`config.mk`:
```
export PLATFORM = sky130hd
export DESIGN_NAME = im_loader
export DESIGN_NICKNAME = d
export VERILOG_FILES = /design/src/rtl/im_loader_pkg.sv /design/src/rtl/im_byte_packer.sv /design/src/rtl/im_loader.sv
export SDC_FILE = /design/constraint.sdc
export NUM_CORES = 1
export LEC_CHECK = 0
export CAP_MARGIN = 20
export CORE_UTILIZATION = 50
export CTS_CLUSTER_SIZE = 28
export DETAILED_ROUTE_END_ITERATION = 6
export PLACE_DENSITY_LB_ADDON = 0.15
export SLEW_MARGIN = 30
export SYNTH_ARGS = -nofsm -noshare
export SYNTH_HDL_FRONTEND = slang
export SYNTH_SLANG_ARGS = --single-unit
```
`constraint.sdc`:
```
create_clock -name CLK -period 2.6 [get_ports CLK]
set_input_delay 0.52 -clock CLK [delete_from_list [all_inputs] [get_ports CLK]]
set_output_delay 0.52 -clock CLK [all_outputs]
set_load 0.01 [all_outputs]
```
`src/rtl/im_loader_pkg.sv`:
```
// Shared definitions for the instruction-memory loader: FSM encoding and word geometry.
package im_loader_pkg;

  typedef enum logic [1:0] {
    ST_IDLE  = 2'd0,
    ST_LOAD  = 2'd1,
    ST_WRITE = 2'd2,
    ST_DONE  = 2'd3
  } state_t;

  localparam int DWL_DEF = 32;

  function automatic int bytes_per_word(input int dwl);
    return dwl / 8;
  endfunction

  localparam int BYTES_PER_WORD = bytes_per_word(DWL_DEF);

endpackage

```
`src/rtl/im_byte_packer.sv`:
```
// Big-endian byte-to-word assembler: first byte lands in the top byte lane.
module im_byte_packer
  import im_loader_pkg::*;
#(
  parameter int DWL = 32
) (
  input  logic           gclk,
  input  logic           grst_n,
  input  logic           clr,
  input  logic           shift_en,
  input  logic [7:0]     byte_data,
  output logic [DWL-1:0] word,
  output logic           word_full
);

  localparam int BPW = bytes_per_word(DWL);
  localparam int IW  = (BPW > 1) ? $clog2(BPW) : 1;

  logic [IW-1:0] idx;

  // Flags the byte that completes the word, in the same cycle it is accepted.
  assign word_full = shift_en && (idx == IW'(BPW - 1));

  always_ff @(posedge gclk or negedge grst_n) begin
    if (!grst_n) begin
      idx  <= '0;
      word <= '0;
    end else if (clr) begin
      idx  <= '0;
      word <= '0;
    end else if (shift_en) begin
      word <= (word << 8) | DWL'(byte_data);
      idx  <= word_full ? '0 : idx + IW'(1);
    end
  end

endmodule

```
`src/rtl/im_loader.sv`:
```
// Loads word_count instruction words from a byte stream into instruction memory.
module im_loader
  import im_loader_pkg::*;
#(
  parameter int DWL   = 32,
  parameter int AWL   = 32,
  parameter int DEPTH = 32
) (
  input  logic           CLK,
  input  logic           RST_N,
  input  logic           start,
  input  logic [AWL-1:0] word_count,
  input  logic           abort,
  input  logic           byte_valid,
  input  logic [7:0]     byte_data,
  output logic           byte_ready,
  output logic           we,
  output logic [AWL-1:0] waddr,
  output logic [DWL-1:0] wdata,
  output logic           busy,
  output logic           done,
  output logic           err
);

  state_t         state;
  logic [AWL-1:0] last_idx;
  logic           cnt_ok;
  logic           active;
  logic           pk_clr;
  logic           pk_shift;
  logic           word_full;

  assign cnt_ok = (word_count != '0) && (word_count <= AWL'(DEPTH));
  assign active = (state == ST_LOAD) || (state == ST_WRITE);

  // Abort beats a simultaneous final byte, so the partial word never reaches WRITE.
  assign pk_shift = byte_ready && byte_valid && !abort;
  assign pk_clr   = ((state == ST_IDLE) && start && cnt_ok) || (active && abort);

  im_byte_packer #(.DWL(DWL)) u_packer (
    .gclk      (CLK),
    .grst_n    (RST_N),
    .clr       (pk_clr),
    .shift_en  (pk_shift),
    .byte_data (byte_data),
    .word      (wdata),
    .word_full (word_full)
  );

  always_ff @(posedge CLK or negedge RST_N) begin
    if (!RST_N) begin
      state      <= ST_IDLE;
      byte_ready <= 1'b0;
      we         <= 1'b0;
      busy       <= 1'b0;
      done       <= 1'b0;
      err        <= 1'b0;
      waddr      <= '0;
      last_idx   <= '0;
    end else begin
      we   <= 1'b0;
      done <= 1'b0;
      err  <= 1'b0;
      case (state)
        ST_IDLE: begin
          if (start) begin
            if (cnt_ok) begin
              state      <= ST_LOAD;
              last_idx   <= word_count - AWL'(1);
              waddr      <= '0;
              byte_ready <= 1'b1;
              busy       <= 1'b1;
            end else begin
              err <= 1'b1;
            end
          end
        end
        ST_LOAD: begin
          if (abort) begin
            state      <= ST_IDLE;
            byte_ready <= 1'b0;
            busy       <= 1'b0;
          end else if (word_full) begin
            state      <= ST_WRITE;
            byte_ready <= 1'b0;
            we         <= 1'b1;
          end
        end
        ST_WRITE: begin
          if (abort) begin
            state <= ST_IDLE;
            busy  <= 1'b0;
          end else if (waddr == last_idx) begin
            // last_idx <= DEPTH-1, so waddr stops there and never wraps.
            state <= ST_DONE;
            done  <= 1'b1;
          end else begin
            state      <= ST_LOAD;
            waddr      <= waddr + AWL'(1);
            byte_ready <= 1'b1;
          end
        end
        ST_DONE: begin
          state <= ST_IDLE;
          busy  <= 1'b0;
        end
        default: begin
          state      <= ST_IDLE;
          byte_ready <= 1'b0;
          busy       <= 1'b0;
        end
      endcase
    end
  end

endmodule
```
Word level (Yosys, flattened, before mapping)
Cells that the tools add are included.

storage, ports and cells
  register bits = 105
  memory bits (read-only) = 0
  RAM bits = 0
  memories = 0
  logic and storage cells = 82
  input bits = 45
  latch bits = 0

operators by class
  add/subtract/negate cells = 3
  equality and inequality tests = 11
  $lt $le $gt $ge = 1
  shift operators = 0
  bitwise operators = 1
  $mul = 0
  div/mod/pow operators = 0
  reductions and logical operators = 21
  mux-type cells = 35

operator list
  kind                                                             count
  two-way mux 32 bit                                               6
  case mux 32 bit (2 select lines)                                 1
  adder 32 x 1 -> 32 bit, second input constant                    1
  equality test 32 bit                                             1
  less-or-equal comparator 32 x 6 -> 1 bit, second input constant  1
  OR 32 x 8 -> 32 bit                                              1
  nonzero test 32 bit                                              1
  subtractor 32 x 1 -> 32 bit, second input constant               1
  two-way mux 2 bit                                                9
  two-way mux 1 bit                                                16
  AND reduction 3 bit                                              3
  != test 2 bit, second input constant                             4
  case mux 2 bit (4 select lines)                                  1
  logical AND 1 bit                                                7
  equality test 2 bit, second input constant                       3
  case mux 1 bit (3 select lines)                                  2
  AND reduction 6 bit                                              1
  AND reduction 5 bit                                              1
  nonzero test 2 bit                                               2
  != test 3 x 2 -> 1 bit, second input constant                    1
  nonzero test 3 bit                                               1
  adder 2 x 1 -> 2 bit, second input constant                      1
  equality test 2 x 1 -> 1 bit, second input constant              1
  zero test 2 bit                                                  1
  4 further kinds                                                  5

Logic depth before layout (Yosys ltp)
Gate-level depths: netlist of run 1.

  depth after elaboration = 6
  depth in mapped cells = 10
  depth with buffers taken out = 8

Modules after synthesis
From an unflattened synthesis of run 1, not the netlist that was laid out.

unflattened totals
  cells, all modules = 582
  area, all modules = 5671.7 µm²

by module, submodules not included
  module          seq. area each (µm²)  area each (µm²)  cells an instance  instances
  im_loader       1776.7                4244.1           470                1
  im_byte_packer  850.8                 1427.6           112                1

Worst setup path before layout of run 1
No wires, ideal clock.

  path kind = input to register
  from = input port word_count[0]
  to = register waddr[16]
  cell stages on the path = 9
  arrival time = 2459 ps
  required time = 2476 ps
  slack = 17 ps
  path through = inv_1 > ha_1 > nor4b_2 > mux2_4 > o41ai_4 > o31ai_1 > buf_2 > o21bai_1 > a211o_1

between the ends
  word-level cells in the longest chain between the ends = 4
  elaborated cells on any way between the ends = 5
  classes of those cells = 1 x order compare; 1 x eq/ne; 3 x reduce/logical

RTL lines
  element                                                                          RTL line         RTL
  from (decl)                                                                      im_loader.sv:12  input logic [AWL-1:0] word_count,
  less-or-equal comparator 32 x 6 -> 1 bit or nonzero test 32 bit (tied branches)  im_loader.sv:33  assign cnt_ok = (word_count != '0) && (word_count <= AWL'(DEPTH));
  logical AND 1 bit *                                                              im_loader.sv:33
  != test 2 bit (no source line) *                                                 n/a
  AND reduction 5 bit (no source line) *                                           n/a
  to (signal assigned)                                                             im_loader.sv:99  waddr <= waddr + AWL'(1);
  to (decl)                                                                        im_loader.sv:18  output logic [AWL-1:0] waddr,

Every way passes the cells marked *; elsewhere a longest branch is shown, timed or not.
A chain may end at the register's enable or synchronous reset.

Worst setup path after layout of run 1
  from = register waddr[29]
  to = register waddr[16]

between the ends
  word-level cells in the longest chain between the ends = 3

RTL lines
  element                               RTL line         RTL
  equality test 32 bit                  im_loader.sv:93  end else if (waddr == last_idx) begin
  != test 2 bit (no source line)        n/a
  AND reduction 5 bit (no source line)  n/a

No other way between the ends.

==> results of run 1 <==
==> how the worst min path moves through the flow <==
stage,to,slack [ns],cells after the start
2_1_floorplan,busy,0.22,0
3_3_place_gp,busy,0.48,1
3_5_place_dp,busy,0.48,1
4_1_cts,u_packer.word[1],0.17,1
5_1_grt,last_idx[4],0.20,1
6_report,err,0.15,1
==> cell families after synthesis <==
family | after synthesis | synth area share
simple gates | 207 | 0.191
compound gates | 152 | 0.193
flops | 105 | 0.495
buf+inv | 42 | 0.0365
xor+xnor | 35 | 0.0577
fa+ha+maj | 8 | 0.0188
mux | 4 | 0.00872
==> flip-flops by register name (all words and copies together) (netlist names) <==
signal         cells
last_idx          32
u_packer.word     32
waddr             32
state              2
u_packer.idx       2
busy               1
byte_ready         1
done               1
err                1
we                 1
==> cells in the final DEF (no fill, tap or decap), types with 15 or more instances in the layout <==
cell	count
a21oi_1	40
buf_4	41
clkdlybuf4s50_1	110
dfrtp_1	105
nand2_1	94
nand4_1	15
nor2_1	26
o21a_1	28
o21ai_0	24
xor2_1	32
==> metrics by stage <==
stage	area, um2	hold slack, ns	power (mW)	worst slack [ns]
finish	7160	0.155	4.89	0.0600
CTS	7050	0.174	4.70	0.00142
floorplan	5310	0.224	2.88	0.0175
global placement	6810	0.476	3.53	-0.485
detailed placement	6810	0.481	3.59	-0.611
global route	7160	0.196	5.14	0.0101
==> final cells by class <==
type	count	area [um2]
clock inverter	7	86.3
fill	803	3160
inverter	7	26.3
multi-input combinational	406	2560
timing repair buffer	159	1560
tap	136	170
sequential	105	2630
clock buffer	9	124
==> routing by layer <==
metal / share of wire / track usage
met5: 0 / 0
met4: 0.023 / 0.0825
met3: 0.061 / 0.0430
met2: 0.49 / 0.421
met1: 0.43 / 0.348
==> critical path, stage by stage (launching register included) <==
cell and delay (ns):
dfrtp_1 0.48, xor2_1 0.19, nor3_1 0.34, nand3_1 0.29, o31ai_4 0.56, clkbuf_16 0.26, nor4_1 0.05, a211o_1 0.25
==> report_power, final <==
part / internal [mW] / switching [mW]
logic: 0.883 / 1.01
clock network: 0.467 / 0.616
registers: 1.79 / 0.128
==> timing repair <==
item | 4_1_cts | 5_1_grt
pin swaps | 1 | 1
gates cloned | 0 | 2
setup endpoints to repair | 32 | 32
setup buffers | 1 | 0
hold buffers | 0 | 0
resized for setup | 4 | 15
==> impl_metrics.ini, run 1 <==
[cts]
clockBufferDepth = 2
cts_inserted_buffers = 9
cts_root_buf = clkbuf_8
numClockSinks = 105
clkTransAtPathRegs_ns = 0.11
cts_max_level = 3
tritoncts = built
clock_latency_ns = 0.36

[critical_path]
worstSetupStartpoint = waddr[29]
critPathRequiredTime_ns = 2.85
crit_path_end = waddr[16]
critPathMaxFanout = 6
arrival_ns = 2.79
path_class = flip-flop to flip-flop
rr_worst_depth = 7
cp-start-kind = flip-flop
endpoint_kind = flip-flop
timing.rr.end = waddr[16]
rr_startpoint = waddr[29]
rrSetupSlack_ns = 0.06

[final_layout]
layout.cells.non_filler = 829
syn2layout_area_growth_pct = 34.8
drive_gt1_frac = 0.123
antenna_cells = 0
nNetsFinal = 741
final_core_util = 0.694

[synth]
synth.most_common_cell = dfrtp_1
synthCells = 553
synth.area.top_cells = dfrtp_1, nand2_1, xor2_1
synth_cell_types = 51
ys_ff_latch = 105
synth_edf_count = 0
yosys_warnings = 0
yosysTopAreaCellShare = 0.495
avgSynthCellArea_um2 = 9.60
async_flop_share = 1.00
netlist_top_cells_count = dfrtp_1, nand2_1, a21oi_1, xor2_1, o21a_1
syn_nets = 606
synth_top_cell_by_area = dfrtp_1
syn_area_mm2 = 0.00531
synthFlopType = dfrtp_1
yosysSeqAreaShare = 0.495

[detailed_routing]
wl_per_cell_um = 16.8
first_iter_violations = 225
dr.pass1.iters = 5
drt.antenna.violating_nets = 0
routed_wl_um = 13900
vias_per_cell = 5.66
vias = 4695
drc = 0

[die]
io-pin-count = 114
floorplan.rows = 37
die_area_mm2 = 0.0110
die_w_um = 105
core_area_mm2 = 0.0103
die_h_um = 105
initial_core_util = 0.514

[global_routing]
antenna_found_initial = 0
grt_pass1_wl_um = 22500
gr-total-overflow = 0
grt_max_degree = 48
grt_pass1_vias = 4573
track_usage = 0.257

[placement]
gp_congestion = 0.860
place.port_buffers = 113
hpwl_um = 9980
place_inst = 810

[sta]
skew_ns = 0.0110
setup_viol = 0
hold_violations = 0
tns_ns = 0
period_minus_slack_ns = 2.54
slew-limit-headroom = 0.597
tightest_slew_ns = 0.599
drv_slew = 0
grt_setup_unrepaired = true
period_share = 0.977
max_freq_mhz = 394

[flow_run]
cap_viol_max_count = 0

[min_path]
hp-class = input pin to async pin

[power_and_ir_drop]
p_leak_nw = 3.30
ir_worst_vdd_uv = 425
cellPowerDensity_mw_per_mm2 = 683

[run_status]
outcome = finished, final reports clean
(Power assumes the default switching activity.)
==> run 2: changes to the inputs <==
--- a/config.mk
+++ b/config.mk
@@ -5,11 +5,11 @@
 export SDC_FILE = /design/constraint.sdc
 export NUM_CORES = 1
 export LEC_CHECK = 0
-export CAP_MARGIN = 20
 export CORE_UTILIZATION = 50
 export CTS_CLUSTER_SIZE = 28
 export DETAILED_ROUTE_END_ITERATION = 6
 export PLACE_DENSITY_LB_ADDON = 0.15
+export SKIP_CTS_REPAIR_TIMING = 1
 export SLEW_MARGIN = 30
 export SYNTH_ARGS = -nofsm -noshare
 export SYNTH_HDL_FRONTEND = slang
==> impl_metrics.ini, run 2 (synthesis results as in run 1) <==
[placement]
hpwl_um = 9980
place_ws_ns = -0.611
gp_congestion = 0.860
dpl_cell_area_mm2 = 0.00681
place.port_buffers = 113
place_inst = 810

[cts]
clkTransAtPathRegs_ns = 0.11
clockBufferDepth = 2
cts_max_level = 3
numClockSinks = 105
cts_root_buf = clkbuf_8
clock_latency_ns = 0.37
cts_inserted_buffers = 9
tritoncts = built

[critical_path]
timing.rr.end = waddr[16]
cp-start-kind = input pin
endpoint_kind = flip-flop
worstSetupStartpoint = word_count[18]
rr_startpoint = waddr[29]
path_class = input pin to flip-flop
crit_path_end = waddr[30]
critPathMaxFanout = 7
arrival_ns = 2.82
rrSetupSlack_ns = 0.08
rr_worst_depth = 7
critPathRequiredTime_ns = 2.87

[die]
floorplan.rows = 37
die_h_um = 105
die_w_um = 105
core_area_mm2 = 0.0103
io-pin-count = 114
die_area_mm2 = 0.0110
initial_core_util = 0.514

[power_and_ir_drop]
netSwitchingFraction = 0.360
clkPwrFrac = 0.221
p_sw_mw = 1.76
ir_worst_vdd_uv = 425
cellPowerDensity_mw_per_mm2 = 679
pwr-share-comb = 0.388
p_leak_nw = 3.37
p_total_mw = 4.90
seqPwrFrac = 0.391
intPower_mw = 3.13

[detailed_routing]
wl_per_cell_um = 16.9
vias_per_cell = 5.74
wl_met3_um = 975
routed_wl_um = 14100
highest_layer = met4
dr.pass1.iters = 5
wl_met2_um = 6950
wl_met1_um = 5850
drc = 0
vias = 4770
first_iter_violations = 233
drt.antenna.violating_nets = 0

[global_routing]
antenna_found_initial = 0
gr-total-overflow = 0
grt_pass1_wl_um = 22400
grt_pass1_vias = 4563
grt_max_degree = 48
track_usage = 0.256

[sta]
period_share = 0.981
tns_ns = 0
setup_viol = 0
fin_ws_ns = 0.0489
tightest_slew_ns = 0.609
slew-limit-headroom = 0.594
period_minus_slack_ns = 2.55
drv_slew = 0
hold_violations = 0
hold_slack_ns = 0.153
max_freq_mhz = 392
skew_ns = 0.0118

[final_layout]
layout_common_cells = dfrtp_1, clkdlybuf4s50_1, nand2_1, buf_4, a21oi_1
final_core_util = 0.698
reg_top3 = last_idx (32), u_packer.word (32), waddr (32)
fill_cells = 804
layout.cells.non_filler = 831
nNetsFinal = 743
final_common_cell = dfrtp_1
fin_area_mm2 = 0.00720
syn2layout_area_growth_pct = 35.6
antenna_cells = 0
drive_gt1_frac = 0.128

[min_path]
hp-class = input pin to async pin

[flow_run]
cap_viol_max_count = 0

[run_status]
outcome = finished, final reports clean
==> run 2: changes by cell type in the layout (fill, tap and decap cells not counted) <==
cell and change:
buf_4 +2, clkdlybuf4s50_1 -7, dlymetal6s2s_1 +7, nand3_1 -1
nand3_2 +1, nor4_1 -1, nor4_2 +1
==> run 2: layer usage <==
layer / global-route usage / up-vias
met5: 0 / -
met4: 0.0805 / 0
met3: 0.0424 / 24
met2: 0.422 / 164
met1: 0.345 / 2341
li1: - / 2241
==> run 2: worst min-delay path by stage <==
stage           from                to  slack (ns)  cells after the start
6_report       RST_N               err        0.15                      1
5_1_grt        RST_N       last_idx[4]        0.19                      1
4_1_cts        RST_N  u_packer.word[1]        0.17                      1
3_5_place_dp    busy              busy        0.48                      1
3_3_place_gp    busy              busy        0.48                      1
2_1_floorplan  RST_N              busy        0.22                      0
==> run 2: critical path: stages <==
cell and delay, ns:
clkdlybuf4s50_1 0.42, nor4_2 0.27, nand4_1 0.22, o41ai_4 0.54, o31ai_4 0.23, buf_12 0.20, a211o_1 0.26, a21o_1 0.15
==> run 2: layout make-up <==
type,count,area (um2),area share
clock buffer,9,124,0.0172
multi-input combinational,406,2570,0.357
inverter,7,26.3,0.00365
tap,136,170,0.0236
clock inverter,7,86.3,0.0120
timing repair buffer,161,1600,0.222
sequential,105,2630,0.365
==> run 2: power by group through the flow <==
| stage | Combinational, mW | Sequential (mW) | Clock (mW) |
|---|---|---|---|
| 2_1_floorplan | 0.892 | 1.98 | 0 |
| 3_3_place_gp | 1.60 | 1.94 | 0 |
| 3_5_place_dp | 1.64 | 1.94 | 0 |
| 4_1_cts | 1.65 | 1.91 | 1.09 |
| 5_1_grt | 2.05 | 1.94 | 1.16 |
| 6_report | 1.90 | 1.91 | 1.08 |
==> run 3: changes to the inputs <==
--- a/config.mk
+++ b/config.mk
@@ -5,10 +5,12 @@
 export SDC_FILE = /design/constraint.sdc
 export NUM_CORES = 1
 export LEC_CHECK = 0
+export CAP_MARGIN = 20
 export CORE_UTILIZATION = 50
 export CTS_CLUSTER_SIZE = 28
 export DETAILED_ROUTE_END_ITERATION = 6
 export PLACE_DENSITY_LB_ADDON = 0.15
+export SETUP_SLACK_MARGIN = 0.4
 export SKIP_CTS_REPAIR_TIMING = 1
 export SLEW_MARGIN = 30
 export SYNTH_ARGS = -nofsm -noshare
==> impl_metrics.ini, run 3 (synthesis results as in run 1) <==
[power_and_ir_drop]
p_leak_nw = 3.49
cellPowerDensity_mw_per_mm2 = 667
p_total_mw = 5.04
ir_worst_vdd_uv = 527

[sta]
tns_ns = 0
max_freq_mhz = 422
period_share = 0.910
grt_setup_unrepaired = true
slew-limit-headroom = 0.575
tightest_slew_ns = 0.631
drv_slew = 0
period_minus_slack_ns = 2.37
setup_viol = 0
fin_ws_ns = 0.233
skew_ns = 0.0111
hold_violations = 0

[placement]
place_ws_ns = -0.530
hpwl_um = 10200
gp_congestion = 0.868
place.port_buffers = 113
place_inst = 812

[global_routing]
track_usage = 0.264
grt_pass1_vias = 4623
grt_pass1_wl_um = 22700
gr-total-overflow = 0
grt_max_degree = 46
antenna_found_initial = 0

[cts]
clkTransAtPathRegs_ns = 0.11
cts_max_level = 3
clock_latency_ns = 0.39
cts_root_buf = clkbuf_8
cts_inserted_buffers = 9
tritoncts = built
clockBufferDepth = 2
numClockSinks = 105

[critical_path]
critPathRequiredTime_ns = 2.87
arrival_ns = 2.63
endpoint_kind = flip-flop
critPathMaxFanout = 8
path_class = input pin to flip-flop
cp-start-kind = input pin
critPathBufInv = 4
cp_slowest_stage_delay_ns = 0.36
cpMaxStageDelayCell = mux2_4
path_cells = buf_2 > inv_8 > ha_4 > nor4b_4 > mux2_4 > o41ai_4 > buf_4 > o31ai_4 > buf_4 > o31ai_4 > o41ai_4
cp_top_family = compound AO/OA/AOI/OAI gates

[final_layout]
antenna_cells = 0
multi_input_area_mm2 = 0.00278
layout.cells.non_filler = 848
drive_gt1_frac = 0.201
final_common_cell = clkdlybuf4s50_1
final-seq-area_mm2 = 0.00264
final_core_util = 0.733
fill_cells = 723
syn2layout_area_growth_pct = 42.4
reg_top3 = last_idx (32), u_packer.word (32), waddr (32)
layout_common_cells = clkdlybuf4s50_1, dfrtp_1, nand2_1, buf_4, a21oi_1
nNetsFinal = 760

[die]
die_h_um = 105
die_w_um = 105
io-pin-count = 114
floorplan.rows = 37
initial_core_util = 0.514
core_area_mm2 = 0.0103
die_area_mm2 = 0.0110

[detailed_routing]
drc = 0
routed_wl_um = 15400
vias = 4935
vias_per_cell = 5.82
first_iter_violations = 263
drt.antenna.violating_nets = 0
dr.pass1.iters = 5
wl_per_cell_um = 18.1

[min_path]
hp-class = input pin to async pin

[run_status]
outcome = finished, final reports clean

[flow_run]
cap_viol_max_count = 0
==> run 3: worst reg2reg max path: cells and delay by family, from the launching register on <==
family / cells / cell delay [ns]
flops: 1 / 0.50
xor+xnor: 1 / 0.22
simple gates: 3 / 0.59
compound gates: 2 / 0.70
buf+inv: 1 / 0.24
==> run 3: where the power goes <==
part | switching, mW | internal, mW | total [mW]
clock network | 0.636 | 0.385 | 1.02
registers | 0.143 | 1.79 | 1.93
logic | 1.13 | 0.965 | 2.09
total | 1.91 | 3.14 | 5.04
==> run 3: final cells by class <==
type	instances	share of cell area
multi-input cells	406	0.367
repair buffers	178	0.229
flip-flops and latches	105	0.349
inverters	7	0.00612
clock inverters	7	0.0101
well taps	136	0.0225
clock buffers	9	0.0164
==> run 3: layer usage <==
metal  track usage  routed length [um]  vias up
met5             0                   0        -
met4        0.0785                 358        0
met3        0.0755                1190       36
met2         0.429                7630      194
met1         0.344                6180     2433
li1              -                   -     2272
==> run 3: final timing paths <==
check	startpoint	end	slack (ns)	cells after the start
worst max-delay path	word_count[0]	waddr[23]	0.23	11
worst min-delay path	RST_N	state[1]	0.12	1
worst max register to register	waddr[9]	waddr[6]	0.25	7
worst min register to register	last_idx[18]	last_idx[18]	0.52	1
max in group asynchronous	RST_N	waddr[0]	1.68	2
min in group CLK	word_count[1]	last_idx[1]	0.50	4
==> run 3: per-stage QoR <==
step                hold slack, ns  cell area, um2
finish                       0.117            7560
floorplan                    0.224            5380
global route                 0.146            7560
global placement             0.474            6880
CTS                          0.142            7080
detailed placement           0.496            6880
